[config.mk]
export PLATFORM = sky130hd
export DESIGN_NAME = pipe_mux_n
export DESIGN_NICKNAME = d
export VERILOG_FILES = /design/src/rtl/pipe_mux_n.sv
export SDC_FILE = /design/constraint.sdc
export NUM_CORES = 1
export LEC_CHECK = 0
export BUFFER_PORTS_ARGS = -buffer_cell sky130_fd_sc_hd__buf_4
export CAP_MARGIN = 20
export CORE_MARGIN = 4
export CORE_UTILIZATION = 45
export CTS_CLUSTER_DIAMETER = 150
export DETAILED_ROUTE_END_ITERATION = 6
export GPL_TIMING_DRIVEN = 0
export PLACE_DENSITY = 0.95
export SYNTH_ARGS = -nofsm -noshare
export SYNTH_HDL_FRONTEND = slang
export SYNTH_SLANG_ARGS = --single-unit
[constraint.sdc]
create_clock -name clk -period 1.9 [get_ports clk]
set_input_delay 0.38 -clock clk [delete_from_list [all_inputs] [get_ports clk]]
set_output_delay 0.38 -clock clk [all_outputs]
set_load 0.005 [all_outputs]
[src/rtl/pipe_mux_n.sv]
// N-input registered selector with stall (hold), flush (bubble) and safe out-of-range select handling.
// Optional select checker (sticky SelErr, saturating ErrCnt) enabled by defining PIPE_MUX_SELCHK_EN.
module pipe_mux_n #(
    parameter int                 DataBit  = 32,
    parameter int                 NumIn    = 6,
    parameter int                 SelBit   = 3,
    parameter logic [DataBit-1:0] ResetVal = '0
) (
    input  logic                     clk,
    input  logic                     reset,
    input  logic [NumIn*DataBit-1:0] In,
    input  logic [SelBit-1:0]        Sel,
    input  logic                     InValid,
    input  logic                     Stall,
    input  logic                     Flush,
    output logic [DataBit-1:0]       Out,
    output logic                     OutValid
`ifdef PIPE_MUX_SELCHK_EN
    ,
    output logic                     SelErr,
    output logic [7:0]               ErrCnt
`endif
);

    logic [DataBit-1:0] pick;
    logic               sel_good;
    logic [DataBit-1:0] out_d, out_q;
    logic               vld_d, vld_q;

    // Compare against every legal index so an out-of-range Sel never slices past In.
    always_comb begin
        pick     = ResetVal;
        sel_good = 1'b0;
        for (int k = 0; k < NumIn; k++) begin
            if (Sel == SelBit'(k)) begin
                pick     = In[k*DataBit +: DataBit];
                sel_good = 1'b1;
            end
        end
    end

    always_comb begin
        out_d = out_q;
        vld_d = vld_q;
        if (Flush) begin
            out_d = ResetVal;
            vld_d = 1'b0;
        end else if (!Stall) begin
            if (sel_good) begin
                out_d = pick;
                vld_d = InValid;
            end else begin
                out_d = ResetVal;
                vld_d = 1'b0;
            end
        end
    end

    // Output stage register
    always_ff @(posedge clk or posedge reset) begin
        if (reset) begin
            out_q <= ResetVal;
            vld_q <= 1'b0;
        end else begin
            out_q <= out_d;
            vld_q <= vld_d;
        end
    end

    assign Out      = out_q;
    assign OutValid = vld_q;

`ifdef PIPE_MUX_SELCHK_EN
    logic       bad_cap;
    logic       err_d, err_q;
    logic [7:0] cnt_d, cnt_q;

    function automatic logic [7:0] sat_inc(input logic [7:0] v);
        return (v == 8'hFF) ? v : v + 8'd1;
    endfunction

    // Only a real capture of a valid instruction with a bad select counts as an error.
    always_comb begin
        bad_cap = !Flush && !Stall && !sel_good && InValid;
        err_d   = err_q | bad_cap;
        cnt_d   = bad_cap ? sat_inc(cnt_q) : cnt_q;
    end

    always_ff @(posedge clk or posedge reset) begin
        if (reset) begin
            err_q <= 1'b0;
            cnt_q <= 8'd0;
        end else begin
            err_q <= err_d;
            cnt_q <= cnt_d;
        end
    end

    assign SelErr = err_q;
    assign ErrCnt = cnt_q;
`endif

endmodule
==> results.cfg <==
[drt]
drc_errors = 0
dr.first_iter.drc_count = 173
first_pass_iters = 4
routed_via_density = 6.03
wirelength_um = 13800
via_count = 3909
antenna_left = 0
routedWlPerCell_um = 21.3

[global_routing]
antenna_found_initial = 0
grt_pass1_wl_um = 21800
grt-ovfl-total = 0
first_global_vias = 4381
grt_use_met3_pct = 8.44
use_met1_pct = 30.1
grt_max_degree = 20
grt.busiest_layer = met2
grt_usage_pct = 28.6
grt_use_met2_pct = 52.6

[placed_design]
gp_congestion = 0.874
dp_hpwl_um = 11200
place_area_um2 = 5420
placed_cells = 640
portBuffers = 229

[critical_path]
worst_path_max_delay_cell = clkbuf_1
r2r_setup_slack_ps = 1160
cp_cell_sequence = buf_2 -> nor2_2 -> clkbuf_1 -> nand4b_1 -> o211ai_2
r2r_cells = 2
worstSetupStartpointType = input port
slowest_delay_ps = 420
cp_max_fo = 10
cp-end-kind = flip-flop
path_buf_inv = 2
worstReg2RegStart = Out[25]
reg2reg_to = Out[25]
crit_required_ps = 2110
arrival_ps = 1540
critPathKind = in -> reg
cp.depth = 5
crit_family = buffers and inverters

[timing]
maxSlewHeadroom_pct = 52.9
slew_viol_final = 0
period_share_pct = 69.8
tightestPinTransition_ps = 705
finalClockSkew_ps = 0
post-route-min-period_ps = 1330
finalSetupViolCount = 0
hold_viol_final = 0
fmax_mhz = 754
rsz0062_at_grt = false
fin_tns_setup_ps = 0
hold_slack_ps = 216

[die]
die_h_um = 96.7
ios = 233
start_util_pct = 46.1
die_x_um = 96.7
core-area_um2 = 7690
die_area_um2 = 9360
core.rowCount = 32

[logic_synthesis]
yosys_warnings = 0
syn_area_um2 = 3540
syn-instance-count = 308
seq_area_frac_synth_pct = 23.3
ys_ff_latch = 33
synth_top_area_share_pct = 23.3
synth_area_leaders = dfrtp_1 (23%), mux2_2 (13%), o221ai_2 (13%)
synth_area_per_cell_um2 = 11.5
synth_fp_nets = 508
netlist.top_cell.by_area = dfrtp_1
synth_cell_types = 23

[clocking]
cts_made_buffers = 5
cts_tree = built
h-tree-depth = 2
clk_latency_ps = 280
path_clk_slew_ps = 70
postCtsSetupBuffers = 0
clock-sinks = 33
cts-root-buf = clkbuf_8
cts.repair.resized = 0
cts_hold_buffers = 0
cts_max_path_buffers = 2

[cells_and_area]
num-fill-cells = 607
multi_input_area_um2 = 2410
nNetsFinal = 745
final_layout_size_suffix_gt1_share_pct = 71.6
diodes = 0
fin_util_pct = 71.5
regArea_um2 = 826
area_delta_synth_final_pct = 55.2
stdcell_area_um2 = 5500
layoutNonFillerInstCount = 648

[job]
max_cap_violations = 0

[pwr]
powerDensity_nw_per_um2 = 417
leakagePower_nw = 2.52
ir_drop_uv = 358

[run_status]
outcome = finished, final reports clean

[min_path]
hold_class = in -> async
-- power breakdown --
group          switching, mW  internal, mW  total, mW
logic                  0.409         0.590      0.999
registers             0.0288         0.746      0.775
clock network          0.258         0.261      0.518
total                  0.695          1.60       2.29
-- cells in the final DEF (no fill, tap or decap), drive strengths merged --
master  Yosys  final
o211ai     32     32
inv         2      2
nand4b     32     32
nor2        1      1
nand2b      1      1
nand3b     33     33
buf        31    261
clkbuf     10     18
o221ai     32     32
a21oi       1      1
a211oi      1      1
o21ai      32     32
nand2       3      3
dfrtp      33     33
mux2       64     64
-- synth_stat cells --
master,instances
mux2_2,42
dfrtp_1,33
nand3b_1,33
nand4b_1,32
o21ai_0,32
o211ai_2,30
o221ai_2,30
mux2_4,22
buf_2,12
clkbuf_1,10
buf_6,8
buf_4,5
buf_1,3
buf_12,3
inv_1,2
nand2_1,2
o211ai_1,2
o221ai_1,2
a211oi_4,1
a21oi_1,1
nand2_4,1
nand2b_4,1
nor2_2,1
-- through the flow --
| step | worst slack [ps] | power [mW] |
|---|---|---|
| 2_1_floorplan | 567 | 1.27 |
| 4_1_cts | 611 | 2.29 |
| 3_3_place_gp | 271 | 1.74 |
| 6_report | 573 | 2.29 |
| 3_5_place_dp | 312 | 1.78 |
| 5_1_grt | 454 | 2.41 |
-- registers in the layout (all words and copies together), names as in the netlist --
name      cells
Out          32
OutValid      1
-- layout make-up --
type                       instances  area share (%)
buffer                            41            5.39
clock buffer                       8            1.46
inverter                           2           0.137
multi-input combinational        232            43.9
sequential                        33            15.0
tap                              102            2.32
timing repair buffer             230            31.8
-- per-layer routing --
layer  routed length, um  part of all wire [%]
met4                 596                   4.3
met3                1240                   9.0
met2                7350                    53
met5                   0                     0
met1                4630                    33
-- cells by family (layout without fill, tap and decap cells) --
group	after synthesis	count (layout)	share of synthesized area, %
muxes	64	64	22.7
DFF	33	33	23.3
AOI/OAI and AO/OA	98	98	29.4
and+or+nand+nor	70	70	16.0
buffers and inverters	43	281	8.58
-- worst max-delay path by stage --
stage	startpoint	end	slack, ps
detailed placement	Stall	Out[26]	310
finish	Stall	Out[26]	570
CTS	Stall	Out[26]	610
floorplan	Sel[2]	Out[0]	570
global route	Stall	Out[13]	450
global placement	reset	Out[14]	270
-- worst register-to-register path, delay by kind of cell, from the launching register on --
family             cells  cell delay (ps)
AOI/OAI and AO/OA      1               80
and+or+nand+nor        1              120
DFF                    1              420
Power figures use the tool's default switching activity.
